### config.mk
export PLATFORM = sky130hd
export DESIGN_NAME = ripple_count_reader
export DESIGN_NICKNAME = d
export VERILOG_FILES = /design/src/rtl/ripple_reader_pkg.sv /design/src/rtl/count_sync.sv /design/src/rtl/ripple_count_reader.sv
export SDC_FILE = /design/constraint.sdc
export NUM_CORES = 1
export LEC_CHECK = 0
export CAP_MARGIN = 5
export CORE_UTILIZATION = 25
export DETAILED_ROUTE_END_ITERATION = 10
export PLACE_DENSITY = 0.4
export SYNTH_ARGS = -nofsm -noshare
export SYNTH_HDL_FRONTEND = slang
export SYNTH_SLANG_ARGS = --single-unit
### constraint.sdc
create_clock -name clk -period 7.4 [get_ports clk]
set_input_delay 0.74 -clock clk [delete_from_list [all_inputs] [get_ports clk]]
set_output_delay 0.74 -clock clk [all_outputs]
set_load 0.05 [all_outputs]
### src/rtl/ripple_reader_pkg.sv
// Shared types, default parameters and helpers for the ripple counter reader.
package ripple_reader_pkg;

   // Stability tracker states: waiting for the bus to stop rippling, or settled.
   typedef enum logic {
      SETTLING = 1'b0,
      SETTLED  = 1'b1
   } stab_state_t;

   // Output record holder states.
   typedef enum logic {
      EMPTY = 1'b0,
      FULL  = 1'b1
   } out_state_t;

   localparam int DEF_WIDTH          = 8;
   localparam int DEF_STABLE_SAMPLES = 2;
   localparam int DEF_EPOCH_W        = 8;
   localparam int DEF_MAX_STEP       = 1;

   // Unsigned add of two w-bit values (w <= 31), clamped to all-ones of w bits.
   function automatic logic [31:0] sat_add(input logic [31:0] a,
                                           input logic [31:0] b,
                                           input logic [5:0]  w);
      logic [32:0] sum_v;
      logic [32:0] lim_v;
      sum_v = {1'b0, a} + {1'b0, b};
      lim_v = (33'd1 << w) - 33'd1;
      if (sum_v > lim_v) begin
         sat_add = lim_v[31:0];
      end else begin
         sat_add = sum_v[31:0];
      end
   endfunction

endpackage

### src/rtl/count_sync.sv
// Two-flop vector synchronizer for the raw ripple counter bus.
// Individual bits may resolve on different cycles while the bus ripples;
// the stability filter downstream is what removes those mixed codes.
module count_sync
   import ripple_reader_pkg::*;
#(
   parameter int WIDTH = DEF_WIDTH
) (
   input  logic             clk,
   input  logic             reset,
   input  logic             clear,
   input  logic [WIDTH-1:0] d,
   output logic [WIDTH-1:0] q
);

   logic [WIDTH-1:0] meta_r;
   logic [WIDTH-1:0] sync_r;

   // Two-stage capture of the asynchronous bus; soft clear zeroes both stages.
   always_ff @(posedge clk or posedge reset) begin
      if (reset) begin
         meta_r <= {WIDTH{1'b0}};
         sync_r <= {WIDTH{1'b0}};
      end else if (clear) begin
         meta_r <= {WIDTH{1'b0}};
         sync_r <= {WIDTH{1'b0}};
      end else begin
         meta_r <= d;
         sync_r <= meta_r;
      end
   end

   assign q = sync_r;

endmodule

### src/rtl/ripple_count_reader.sv
// Ripple counter reader: synchronizes the raw count bus, waits for it to hold
// still, and emits one handshaked record (count, delta, epoch) per settled change.
module ripple_count_reader
   import ripple_reader_pkg::*;
#(
   parameter int WIDTH          = DEF_WIDTH,
   parameter int STABLE_SAMPLES = DEF_STABLE_SAMPLES,
   parameter int EPOCH_W        = DEF_EPOCH_W,
   parameter int MAX_STEP       = DEF_MAX_STEP
) (
   input  logic               clk,
   input  logic               reset,
   input  logic [WIDTH-1:0]   q_in,
   input  logic               clear,
   output logic               rd_valid,
   input  logic               rd_ready,
   output logic [WIDTH-1:0]   rd_count,
   output logic [WIDTH-1:0]   rd_delta,
   output logic [EPOCH_W-1:0] rd_epoch,
   output logic               glitch_err,
   output logic               overrun
);

   localparam logic [3:0]       STAB_TGT   = 4'(STABLE_SAMPLES);
   localparam logic [WIDTH-1:0] MAX_STEP_V = WIDTH'(MAX_STEP);

   // ------------------------------------------------------------------
   // Capture
   // ------------------------------------------------------------------
   logic [WIDTH-1:0] q_s2_s;
   logic [WIDTH-1:0] q_s3_r;

   count_sync #(.WIDTH(WIDTH)) u_sync (
      .clk   (clk),
      .reset (reset),
      .clear (clear),
      .d     (q_in),
      .q     (q_s2_s)
   );

   // ------------------------------------------------------------------
   // Stability FSM
   // ------------------------------------------------------------------
   stab_state_t stab_state_r;
   stab_state_t stab_next_s;
   logic [3:0]  stab_cnt_r;
   logic [3:0]  stab_cnt_next_s;
   logic [3:0]  stab_cnt_inc_s;
   logic        settle_s;
   logic        event_s;

   assign stab_cnt_inc_s = stab_cnt_r + 4'd1;

   // Next-state for the stability tracker; settle_s marks the cycle the
   // required number of equal samples is reached.
   always_comb begin
      stab_next_s     = stab_state_r;
      stab_cnt_next_s = stab_cnt_r;
      settle_s        = 1'b0;
      if (q_s2_s != q_s3_r) begin
         stab_next_s     = SETTLING;
         stab_cnt_next_s = 4'd0;
      end else begin
         case (stab_state_r)
            SETTLING: begin
               if (stab_cnt_inc_s == STAB_TGT) begin
                  stab_next_s     = SETTLED;
                  stab_cnt_next_s = stab_cnt_inc_s;
                  settle_s        = 1'b1;
               end else begin
                  stab_cnt_next_s = stab_cnt_inc_s;
               end
            end
            SETTLED: begin
               stab_next_s     = SETTLED;
               stab_cnt_next_s = stab_cnt_r;
            end
            default: begin
               stab_next_s     = SETTLING;
               stab_cnt_next_s = 4'd0;
            end
         endcase
      end
   end

   // Previous-sample register and stability state/counter.
   always_ff @(posedge clk or posedge reset) begin
      if (reset) begin
         q_s3_r       <= {WIDTH{1'b0}};
         stab_state_r <= SETTLING;
         stab_cnt_r   <= 4'd0;
      end else if (clear) begin
         q_s3_r       <= {WIDTH{1'b0}};
         stab_state_r <= SETTLING;
         stab_cnt_r   <= 4'd0;
      end else begin
         q_s3_r       <= q_s2_s;
         stab_state_r <= stab_next_s;
         stab_cnt_r   <= stab_cnt_next_s;
      end
   end

   // ------------------------------------------------------------------
   // Event arithmetic
   // ------------------------------------------------------------------
   logic [WIDTH-1:0]   last_r;
   logic [EPOCH_W-1:0] epoch_r;
   logic               glitch_r;
   logic [WIDTH-1:0]   d_s;
   logic               wrap_s;
   logic               step_bad_s;

   // A settled value only counts as an event when it differs from the last one.
   assign event_s    = settle_s && (q_s2_s != last_r);
   assign d_s        = q_s2_s - last_r;
   assign wrap_s     = (q_s2_s < last_r);
   assign step_bad_s = (d_s > MAX_STEP_V);

   // Last accepted value, wrap counter and sticky glitch flag.
   always_ff @(posedge clk or posedge reset) begin
      if (reset) begin
         last_r   <= {WIDTH{1'b0}};
         epoch_r  <= {EPOCH_W{1'b0}};
         glitch_r <= 1'b0;
      end else if (clear) begin
         last_r   <= {WIDTH{1'b0}};
         epoch_r  <= {EPOCH_W{1'b0}};
         glitch_r <= 1'b0;
      end else if (event_s) begin
         last_r <= q_s2_s;
         if (wrap_s) begin
            epoch_r <= epoch_r + {{(EPOCH_W-1){1'b0}}, 1'b1};
         end else begin
            epoch_r <= epoch_r;
         end
         if (step_bad_s) begin
            glitch_r <= 1'b1;
         end else begin
            glitch_r <= glitch_r;
         end
      end else begin
         last_r   <= last_r;
         epoch_r  <= epoch_r;
         glitch_r <= glitch_r;
      end
   end

   // ------------------------------------------------------------------
   // Output FSM
   // ------------------------------------------------------------------
   out_state_t       out_state_r;
   out_state_t       out_next_s;
   logic [WIDTH-1:0] rd_count_r;
   logic [WIDTH-1:0] rd_count_next_s;
   logic [WIDTH-1:0] rd_delta_r;
   logic [WIDTH-1:0] rd_delta_next_s;
   logic [WIDTH-1:0] delta_sum_s;
   logic             overrun_r;
   logic             overrun_next_s;

   // Coalesced increment, clamped so a long backpressure stall cannot wrap it.
   assign delta_sum_s = WIDTH'(sat_add(32'(rd_delta_r), 32'(d_s), 6'(WIDTH)));

   // Record holder: load, hand off, replace on simultaneous accept, or coalesce.
   always_comb begin
      out_next_s      = out_state_r;
      rd_count_next_s = rd_count_r;
      rd_delta_next_s = rd_delta_r;
      overrun_next_s  = overrun_r;
      case (out_state_r)
         EMPTY: begin
            if (event_s) begin
               out_next_s      = FULL;
               rd_count_next_s = q_s2_s;
               rd_delta_next_s = d_s;
            end else begin
               out_next_s = EMPTY;
            end
         end
         FULL: begin
            if (rd_ready) begin
               if (event_s) begin
                  out_next_s      = FULL;
                  rd_count_next_s = q_s2_s;
                  rd_delta_next_s = d_s;
               end else begin
                  out_next_s = EMPTY;
               end
            end else begin
               if (event_s) begin
                  rd_count_next_s = q_s2_s;
                  rd_delta_next_s = delta_sum_s;
                  overrun_next_s  = 1'b1;
               end else begin
                  out_next_s = FULL;
               end
            end
         end
         default: begin
            out_next_s = EMPTY;
         end
      endcase
   end

   // Output record registers; all outputs come straight from flops.
   always_ff @(posedge clk or posedge reset) begin
      if (reset) begin
         out_state_r <= EMPTY;
         rd_count_r  <= {WIDTH{1'b0}};
         rd_delta_r  <= {WIDTH{1'b0}};
         overrun_r   <= 1'b0;
      end else if (clear) begin
         out_state_r <= EMPTY;
         rd_count_r  <= {WIDTH{1'b0}};
         rd_delta_r  <= {WIDTH{1'b0}};
         overrun_r   <= 1'b0;
      end else begin
         out_state_r <= out_next_s;
         rd_count_r  <= rd_count_next_s;
         rd_delta_r  <= rd_delta_next_s;
         overrun_r   <= overrun_next_s;
      end
   end

   assign rd_valid   = (out_state_r == FULL);
   assign rd_count   = rd_count_r;
   assign rd_delta   = rd_delta_r;
   assign rd_epoch   = epoch_r;
   assign glitch_err = glitch_r;
   assign overrun    = overrun_r;

endmodule

# After elaboration in Yosys (flattened, before gate mapping)
# Index checks and enable logic that the tools add are counted.
[classes]
n_shift = 0
div = 0
magnitude_cmp = 3
n_eq_ne = 6
multipliers = 0
muxes = 34
bitwise = 2
reduce_logical = 8
addsub = 4
[ops]
columns = ["op", "count"]
rows = [
  ["$mux 8", 13],
  ["$ne 8x8->1", 2],
  ["$pmux 8 s2", 1],
  ["$mux 1", 15],
  ["$mux 4", 3],
  ["$add 8x8->9", 1],
  ["$gt 9x8->1 const B", 1],
  ["$add 8x1->8 const B", 1],
  ["$gt 8x1->1 const B", 1],
  ["$lt 8x8->1", 1],
  ["$reduce_bool 2->1", 4],
  ["$sub 8x8->8", 1],
  ["$add 4x1->4 const B", 1],
  ["$eq 4x2->1 const B", 1],
  ["$ne 4x4->1 const B", 1],
  ["$pmux 1 s2", 2],
  ["$reduce_and 2->1", 2],
  ["$ne 3x2->1 const B", 1],
  ["$reduce_and 3->1", 1],
  ["$ne 2x2->1 const B", 1],
  ["$not 1->1", 2],
  ["$logic_and 1x1->1", 1],
]
[totals]
out_inout_bits = 27
ram_bits = 0
mem_bits_ro = 0
mem_count = 0
reg_bits = 56
latch_bits = 0
wordCells = 68
inputBits = 12

# Depth between registers and ports, before layout
# Gate-level depths: netlist (run 1).
[depth]
ltp_word = 10
ltp_mapped = 15
mapped_depth_nobuf = 15

# Cells and area by module
# From an unflattened synthesis (run 1), not the netlist that was laid out.
[hier_totals]
cells_unflattened = 331
area_unflattened_um2 = 3254.4
[modules_own_cells]
columns = ["mod", "seq_area_each_um2", "area_per_inst_um2", "n_inst", "cells_per_inst"]
rows = [
  ["ripple_count_reader", 1001.0, 2706.3, 1, 297],
  ["count_sync", 400.4, 548.0, 1, 34],
]

# Least setup slack after synthesis (run 1)
# Ideal clock, no wire load.
[synth_timing]
path_kind = "register to register"
start = "register rd_count[0] (netlist name)"
end = "register rd_delta_r[7], in the netlist rd_delta[7]"
setup_ps = 110
period_less_slack_ps = 3593
arrival_time_ps = 3483
stages_incl_launch_ff = 14
slack_ps = 3807
path_cell_list = "dfrtp_1 -> ha_1 -> inv_1 -> fa_1 -> a21o_1 -> a311o_2 -> a21oi_1 -> xnor2_1 -> ha_1 -> or3_1 -> o31ai_1 -> xnor2_1 -> nor2_1 -> o41ai_1"
[synth_rtl]
columns = ["item", "line", "source"]
rows = [
  ["end signal, assigned", "ripple_count_reader.sv:210", "rd_delta_r <= {WIDTH{1'b0}};"],
  ["end signal, assigned", "ripple_count_reader.sv:215", "rd_delta_r <= {WIDTH{1'b0}};"],
  ["end signal, assigned", "ripple_count_reader.sv:220", "rd_delta_r <= rd_delta_next_s;"],
  ["end, declared", "ripple_count_reader.sv:155", "logic [WIDTH-1:0] rd_delta_r;"],
]

# Final worst setup path (run 1)
[layout_timing]
start = "register u_sync.sync_r[0], in the netlist u_sync.q[0]"
end = "register rd_delta_r[3], in the netlist rd_delta[3]"
[layout_via]
elab_chain_cells = 8
elab_cells_between_ends = 14
[layout_rtl]
columns = ["item", "line", "source"]
rows = [
  ["start, declared", "count_sync.sv:17", "logic [WIDTH-1:0] sync_r;"],
  ["start signal, assigned", "count_sync.sv:23", "sync_r <= {WIDTH{1'b0}};"],
  ["start signal, assigned", "count_sync.sv:26", "sync_r <= {WIDTH{1'b0}};"],
  ["start signal, assigned", "count_sync.sv:29", "sync_r <= meta_r;"],
  ["$sub 8x8->8", "ripple_count_reader.sv:115", "assign d_s = q_s2_s - last_r;"],
  ["$add 8x8->9", "ripple_reader_pkg.sv:27", "sum_v = {1'b0, a} + {1'b0, b};"],
  ["$gt 9x8->1", "ripple_reader_pkg.sv:29", "if (sum_v > lim_v) begin"],
  ["$mux 8", "ripple_reader_pkg.sv:29", ""],
  ["$mux 8", "ripple_count_reader.sv:190", "if (event_s) begin"],
  ["$mux 8", "ripple_count_reader.sv:181", "if (rd_ready) begin"],
  ["$pmux 8 s2", "ripple_count_reader.sv:170", "case (out_state_r)"],
  ["$mux 8", "ripple_count_reader.sv:212", "end else if (clear) begin"],
]
# Several ways; a longest one is shown, not always the timed one. The select of a mux whose other input is x is not followed.
# A chain may end at the register's enable or synchronous reset.

==> results of run 1 <==
-- path summary, 6_finish.rpt --
check                           slack, ps  cells after the start                  startpoint                      end
worst max-delay path                 3780                     14       u_sync.q[0]$_DFF_PP0_  rd_delta[3]$_DFFE_PP0P_
worst min-delay path                  460                      1  u_sync.meta_r[2]$_DFF_PP0_    u_sync.q[2]$_DFF_PP0_
worst max register to register       3780                     14       u_sync.q[0]$_DFF_PP0_  rd_delta[3]$_DFFE_PP0P_
worst min register to register        460                      1  u_sync.meta_r[2]$_DFF_PP0_    u_sync.q[2]$_DFF_PP0_
max in group asynchronous            5980                      3                       reset  rd_count[2]$_DFFE_PP0P_
min in group asynchronous             960                      3                       reset  rd_epoch[2]$_DFFE_PP0P_
-- cell usage after synthesis (2+ instances only) --
| cell type | count | share of area, % |
|---|---|---|
| inv_1 | 20 | 2.5 |
| clkbuf_1 | 6 | 0.74 |
| xor2_1 | 12 | 3.4 |
| nand3_1 | 4 | 0.66 |
| buf_2 | 2 | 0.33 |
| fa_1 | 2 | 1.3 |
| mux2_2 | 3 | 1.1 |
| o21a_1 | 3 | 0.74 |
| or4_1 | 3 | 0.74 |
| or2_2 | 2 | 0.41 |
| nor3_1 | 4 | 0.66 |
| dfrtp_1 | 56 | 46 |
| a21o_1 | 4 | 0.98 |
| nand3b_1 | 3 | 0.74 |
| nor2_1 | 24 | 3.0 |
| xnor2_1 | 9 | 2.6 |
| a21oi_1 | 24 | 3.9 |
| ha_1 | 19 | 7.8 |
| nor4_2 | 2 | 0.82 |
| nand4_1 | 6 | 1.2 |
| nand2_1 | 28 | 3.4 |
| o41ai_1 | 2 | 0.57 |
| a211oi_1 | 2 | 0.49 |
| o2111ai_1 | 2 | 0.57 |
| o221ai_1 | 8 | 2.3 |
| o31ai_1 | 4 | 0.98 |
| nor2b_1 | 30 | 6.2 |
| o21ai_0 | 5 | 0.82 |
-- where the power goes --
| group | total, mW | internal [mW] | leakage, nW | switching [mW] |
|---|---|---|---|---|
| logic | 0.0784 | 0.0323 | 0.802 | 0.0461 |
| clock network | 0.255 | 0.131 | 0.0767 | 0.124 |
| registers | 0.317 | 0.312 | 0.767 | 0.00529 |
| total | 0.650 | 0.475 | 1.65 | 0.175 |
-- registers in the layout, summed over array words and instances (netlist names) --
name / flops
rd_delta: 8
stab_cnt_r: 4
stab_state_r: 1
rd_epoch: 8
rd_valid: 1
u_sync.q: 8
u_sync.meta_r: 8
overrun: 1
glitch_err: 1
q_s3_r: 8
rd_count: 8
-- cell families (layout without fill, tap and decap cells) --
family	count (synthesis)	count (layout)	share of synthesized area (%)
xor gates and xnor gates	21	21	6.03
buffers and inverters	29	70	3.90
AOI/OAI and AO/OA	64	64	14.3
DFF	56	56	46.0
and+or+nand+nor	112	112	19.2
adders and majority gates	21	21	9.11
muxes	4	4	1.44
-- stage by stage --
step	power [mW]	utilization [%]	worst slack, ps
after floorplan	0.380	-	3810
after global placement	0.405	30.8	3890
after detailed placement	0.404	30.8	3810
after CTS	0.668	32.1	3740
after global routing	0.685	32.1	3440
final	0.650	32.1	3780
-- metal layers --
layer  vias to the layer above  global-route usage (%)
met2                        37                    19.8
met5                         -                       0
met3                         7                    2.00
met1                      1078                    15.3
met4                         0                    3.11
li1                       1151                       -
-- worst max-delay path, stage by stage, from the launching register on --
cell      delay, ps
dfrtp_1         410
inv_1            80
ha_1            160
inv_1            50
fa_1            400
a21o_1          200
a311o_2         380
a21oi_1         190
xnor2_1         140
ha_1            230
or3_1           390
o221ai_1        210
nand3b_1        290
o221ai_1        260
a21oi_1          90
-- layout make-up --
| class | instances | area, µm² | area share [%] |
|---|---|---|---|
| multi-input cells | 222 | 1530 | 40.8 |
| flip-flops and latches | 56 | 1400 | 37.4 |
| clock buffers | 5 | 125 | 3.34 |
| well taps | 143 | 179 | 4.78 |
| clock inverters | 3 | 28.8 | 0.769 |
| inverters | 20 | 75.1 | 2.01 |
| repair buffers | 42 | 405 | 10.8 |
-- cells in the final DEF (no fill, tap or decap), types with 2 or more instances in the layout --
cell type,count
dfrtp_1,56
clkdlybuf4s50_1,37
nor2b_1,30
nand2_1,28
nor2_1,24
a21oi_1,24
inv_1,19
ha_1,19
xor2_1,12
xnor2_1,9
o221ai_1,8
nand4_1,6
o21ai_0,5
clkbuf_16,5
nor3_1,4
a21o_1,4
nand3_1,4
o31ai_1,4
buf_4,4
nand3b_1,3
mux2_2,3
or4_1,3
o21a_1,3
nor4_2,2
o2111ai_1,2
or2_2,2
a211oi_1,2
o41ai_1,2
fa_1,2
inv_6,2
==> flow_metrics.env, run 1 <==
export IMPL_overflow=0
export IMPL_antenna_found_initial=0
export IMPL_ir_drop_uv=109
export IMPL_wl_met3_um=185
export IMPL_die_area_mm2=0.0126
export IMPL_syn_area_per_cell_um2=9.93
export IMPL_via_per_inst=4.63
export IMPL_cts_tree="done"
export IMPL_track_usage_pct=11.6
export IMPL_place_inst=483
export IMPL_async_flop_share_pct=100
export IMPL_rsz0062_at_grt="false"
export IMPL_cts_root_buffer="clkbuf_16"
export IMPL_drt_iter0_drc=89
export IMPL_p_per_area_mw_per_mm2=174
export IMPL_postRouteWirelength_um=6910
export IMPL_num_rows=39
export IMPL_crit_arrival_ps=3780
export IMPL_hold_ws_ps=462
export IMPL_stdcell_count=491
export IMPL_drt_met1_wl_um=3330
export IMPL_cts_buffers=5
export IMPL_coreArea_mm2=0.0117
export IMPL_synth_cell_types=46
export IMPL_syn_nets=340
export IMPL_cts_resized=0
export IMPL_syn_inst=307
export IMPL_routedWlPerCell_um=14.1
export IMPL_worst_setup_path_type="register to register"
export IMPL_grt_start_max_net_pins=57
export IMPL_yosysSeqAreaShare_pct=46.0
export IMPL_synth_cell_area_mm2=0.00305
export IMPL_status="finished clean"
export IMPL_antenna_cells=0
export IMPL_hold_class="register to register"
export IMPL_ys_warn_count=0
export IMPL_fmax_mhz=276
export IMPL_synth_edff_count=0
export IMPL_drt_pre_antenna_iters=4
export IMPL_nFillCells=1208
export IMPL_finalMaxSlewViolations=0
export IMPL_clk_pin_slew_ps=80
export IMPL_start_util_pct=26.1
export IMPL_slew_headroom_pct=45.4
export IMPL_syn_to_final_growth_pct=22.8
export IMPL_die_w_um=112
export IMPL_postRouteAntennaNets=0
export IMPL_drive_above_1_share_pct=7.18
export IMPL_io_pins=39
export IMPL_insertion_delay_ps=300
export IMPL_postCtsSetupRepairBufs=0
export IMPL_wl_met2_um=3330
export IMPL_cp_max_fo=8
export IMPL_postLayoutCellArea_mm2=0.00374
export IMPL_grt_pass1_vias=2302
export IMPL_ys_ff_latch=56
export IMPL_max_cap_violations=0
export IMPL_setup_viol=0
export IMPL_vias=2273
export IMPL_dp_hpwl_um=4830
export IMPL_place_area_mm2=0.00359
export IMPL_clock_sinks=56
export IMPL_critPathLaunchType="register"
export IMPL_cts_htree_levels=2
export IMPL_hold_buffers=0
export IMPL_fin_crit_sh_pct=49.0
export IMPL_endpoint_kind="register"
export IMPL_finalHoldViolCount=0
export IMPL_finalClockSkew_ps=4.87
export IMPL_cts_buffer_depth=2
export IMPL_place_congestion=0.793
export IMPL_grt_pass1_wl_um=11600
export IMPL_leakagePower_nw=1.65
export IMPL_cp_required_ps=7560
export IMPL_drc=0
export IMPL_layout_nets=380
export IMPL_port_buffers=38
export IMPL_fin_setup_tns_ps=0
export IMPL_synth_ff_type="dfrtp_1"
export IMPL_dieHeight_um=112
export IMPL_worst_slew_pin_slew_ps=819
export IMPL_top_layer="met4"
export IMPL_min_period_ps=3620
Power figures use the tool's default switching activity.
==> run 2, diff against run 1 <==
- clock period: 7.4 -> 3.5 ns (I/O delays scaled with it)
==> flow_metrics.env, run 2 (synthesis results as in run 1) <==
export IMPL_fmax_mhz=301
export IMPL_io_pins=39
export IMPL_cp_max_fo=3
export IMPL_hold_buffers=0
export IMPL_via_per_inst=4.68
export IMPL_internal_power_mw=1.01
export IMPL_finalMaxSlewViolations=0
export IMPL_p_sw_uw=381
export IMPL_vias=2335
export IMPL_fin_crit_sh_pct=94.9
export IMPL_ir_drop_uv=189
export IMPL_grt_start_max_net_pins=37
export IMPL_max_cap_violations=0
export IMPL_coreArea_mm2=0.0117
export IMPL_worst_setup_path_type="register to register"
export IMPL_nFillCells=1213
export IMPL_place_congestion=0.759
export IMPL_leakagePower_nw=1.67
export IMPL_place_area_mm2=0.00364
export IMPL_clock_sinks=56
export IMPL_worst_slew_pin_slew_ps=807
export IMPL_postLayoutCellArea_mm2=0.00385
export IMPL_routedWlPerCell_um=14.7
export IMPL_reg2reg_slack_ps=180
export IMPL_stdcell_count=499
export IMPL_syn_to_final_growth_pct=26.2
export IMPL_critPathLaunchType="register"
export IMPL_min_period_ps=3320
export IMPL_dp_hpwl_um=5270
export IMPL_insertion_delay_ps=300
export IMPL_track_usage_pct=12.6
export IMPL_hold_class="primary input to async pin"
export IMPL_drt_pre_antenna_iters=4
export IMPL_layout_common_cells="dfrtp_1, clkdlybuf4s50_1, nor2b_1"
export IMPL_postRouteAntennaNets=0
export IMPL_layout_commonest_cell="dfrtp_1"
export IMPL_cts_root_buffer="clkbuf_16"
export IMPL_overflow=0
export IMPL_place_inst=490
export IMPL_p_seq_share_pct=48.2
export IMPL_sw_frac_of_total_pct=27.4
export IMPL_antenna_cells=0
export IMPL_worstReg2RegStart="u_sync.q[0]$_DFF_PP0_"
export IMPL_num_rows=39
export IMPL_port_buffers=38
export IMPL_cts_buffers=5
export IMPL_regToRegEndpoint="rd_delta[7]$_DFFE_PP0P_"
export IMPL_endpoint_kind="register"
export IMPL_status="finished clean"
export IMPL_grt_pass1_wl_um=12400
export IMPL_die_w_um=112
export IMPL_setup_viol=0
export IMPL_dieHeight_um=112
export IMPL_drive_above_1_share_pct=12.1
export IMPL_power_frac_comb_pct=12.9
export IMPL_layout_nets=388
export IMPL_cts_tree="done"
export IMPL_grt_pass1_vias=2394
export IMPL_clk_pin_slew_ps=80
export IMPL_finalClockSkew_ps=5.88
export IMPL_cp_required_ps=3700
export IMPL_crit_arrival_ps=3520
export IMPL_p_per_area_mw_per_mm2=361
export IMPL_postRouteWirelength_um=7350
export IMPL_cts_buffer_depth=2
export IMPL_slew_headroom_pct=46.2
export IMPL_finalHoldViolCount=0
export IMPL_rsz0062_at_grt="false"
export IMPL_drt_iter0_drc=93
export IMPL_antenna_found_initial=0
export IMPL_cts_htree_levels=2
export IMPL_start_util_pct=26.1
export IMPL_reg2regPathDepth=15
export IMPL_pwr_share_clk_pct=38.9
export IMPL_die_area_mm2=0.0126
export IMPL_fin_util_pct=33.0
export IMPL_drc=0
run 2: cell count changes in the layout (fill, tap and decap cells not counted), sizes merged:
cell      previous run  this run
buf                  5        13
clkinv               0         1
clkinvlp             0         1
inv                 23        21
run 2: worst max path at each step:
stage	depth (start not counted)	startpoint	to
after CTS	15	u_sync.q[0]$_DFF_PP0_	rd_delta[7]$_DFFE_PP0P_
after global routing	15	u_sync.q[0]$_DFF_PP0_	rd_delta[2]$_DFFE_PP0P_
final	15	u_sync.q[0]$_DFF_PP0_	rd_delta[7]$_DFFE_PP0P_
after global placement	14	u_sync.q[0]$_DFF_PP0_	rd_delta[1]$_DFFE_PP0P_
after floorplan	13	rd_count[0]$_DFFE_PP0P_	rd_delta[7]$_DFFE_PP0P_
after detailed placement	14	u_sync.q[0]$_DFF_PP0_	rd_delta[1]$_DFFE_PP0P_
run 2: power groups by stage:
stage / clock network [mW] / logic, mW / registers, mW
3_3_place_gp: 0 / 0.180 / 0.684
5_1_grt: 0.579 / 0.202 / 0.673
3_5_place_dp: 0 / 0.178 / 0.684
2_1_floorplan: 0 / 0.116 / 0.687
4_1_cts: 0.560 / 0.179 / 0.671
6_report: 0.540 / 0.179 / 0.670
run 2: layer usage:
metal | track usage (%) | wire length [µm] | vias to the layer above
li1 | - | - | 1162
met1 | 17.0 | 3630 | 1129
met4 | 4.00 | 93 | 0
met3 | 2.43 | 211 | 7
met2 | 20.5 | 3420 | 37
met5 | 0 | 0 | -
run 2: repair_timing:
action / CTS / global route
setup buffers: 1 / 0
setup endpoints to repair: 7 / 8
hold endpoints to repair: 0 / 0
pin swaps: 0 / 2
resized for setup: 2 / 7
run 2: layout make-up:
class,count,area (µm²),share of cell area [%]
inverter,20,75.1,1.95
sequential,56,1400,36.5
clock buffer,5,125,3.25
multi-input combinational,222,1570,40.7
tap,143,179,4.65
timing repair buffer,50,469,12.2
clock inverter,3,27.5,0.715
run 2: through the flow:
step / power (mW) / setup TNS (ps) / hold slack, ps / setup WS, ps
floorplan: 0.803 / 0 / 439 / 57.6
global placement: 0.863 / -0.721 / 444 / -0.721
detailed placement: 0.862 / -296 / 448 / -63.4
CTS: 1.41 / 0 / 411 / 3.03
global route: 1.45 / 0 / 435 / 12.8
finish: 1.39 / 0 / 387 / 180
run 2: critical path, stage by stage (launching register included):
cell and delay [ps]:
dfrtp_1 380, inv_1 80, ha_2 180, inv_1 50
fa_1 380, a21o_1 190, a311o_2 390, a21oi_2 160
xnor2_2 90, ha_2 200, or3_4 390, o22a_1 220
o31ai_2 70, xnor2_1 150, nor2_1 60, o41ai_1 230
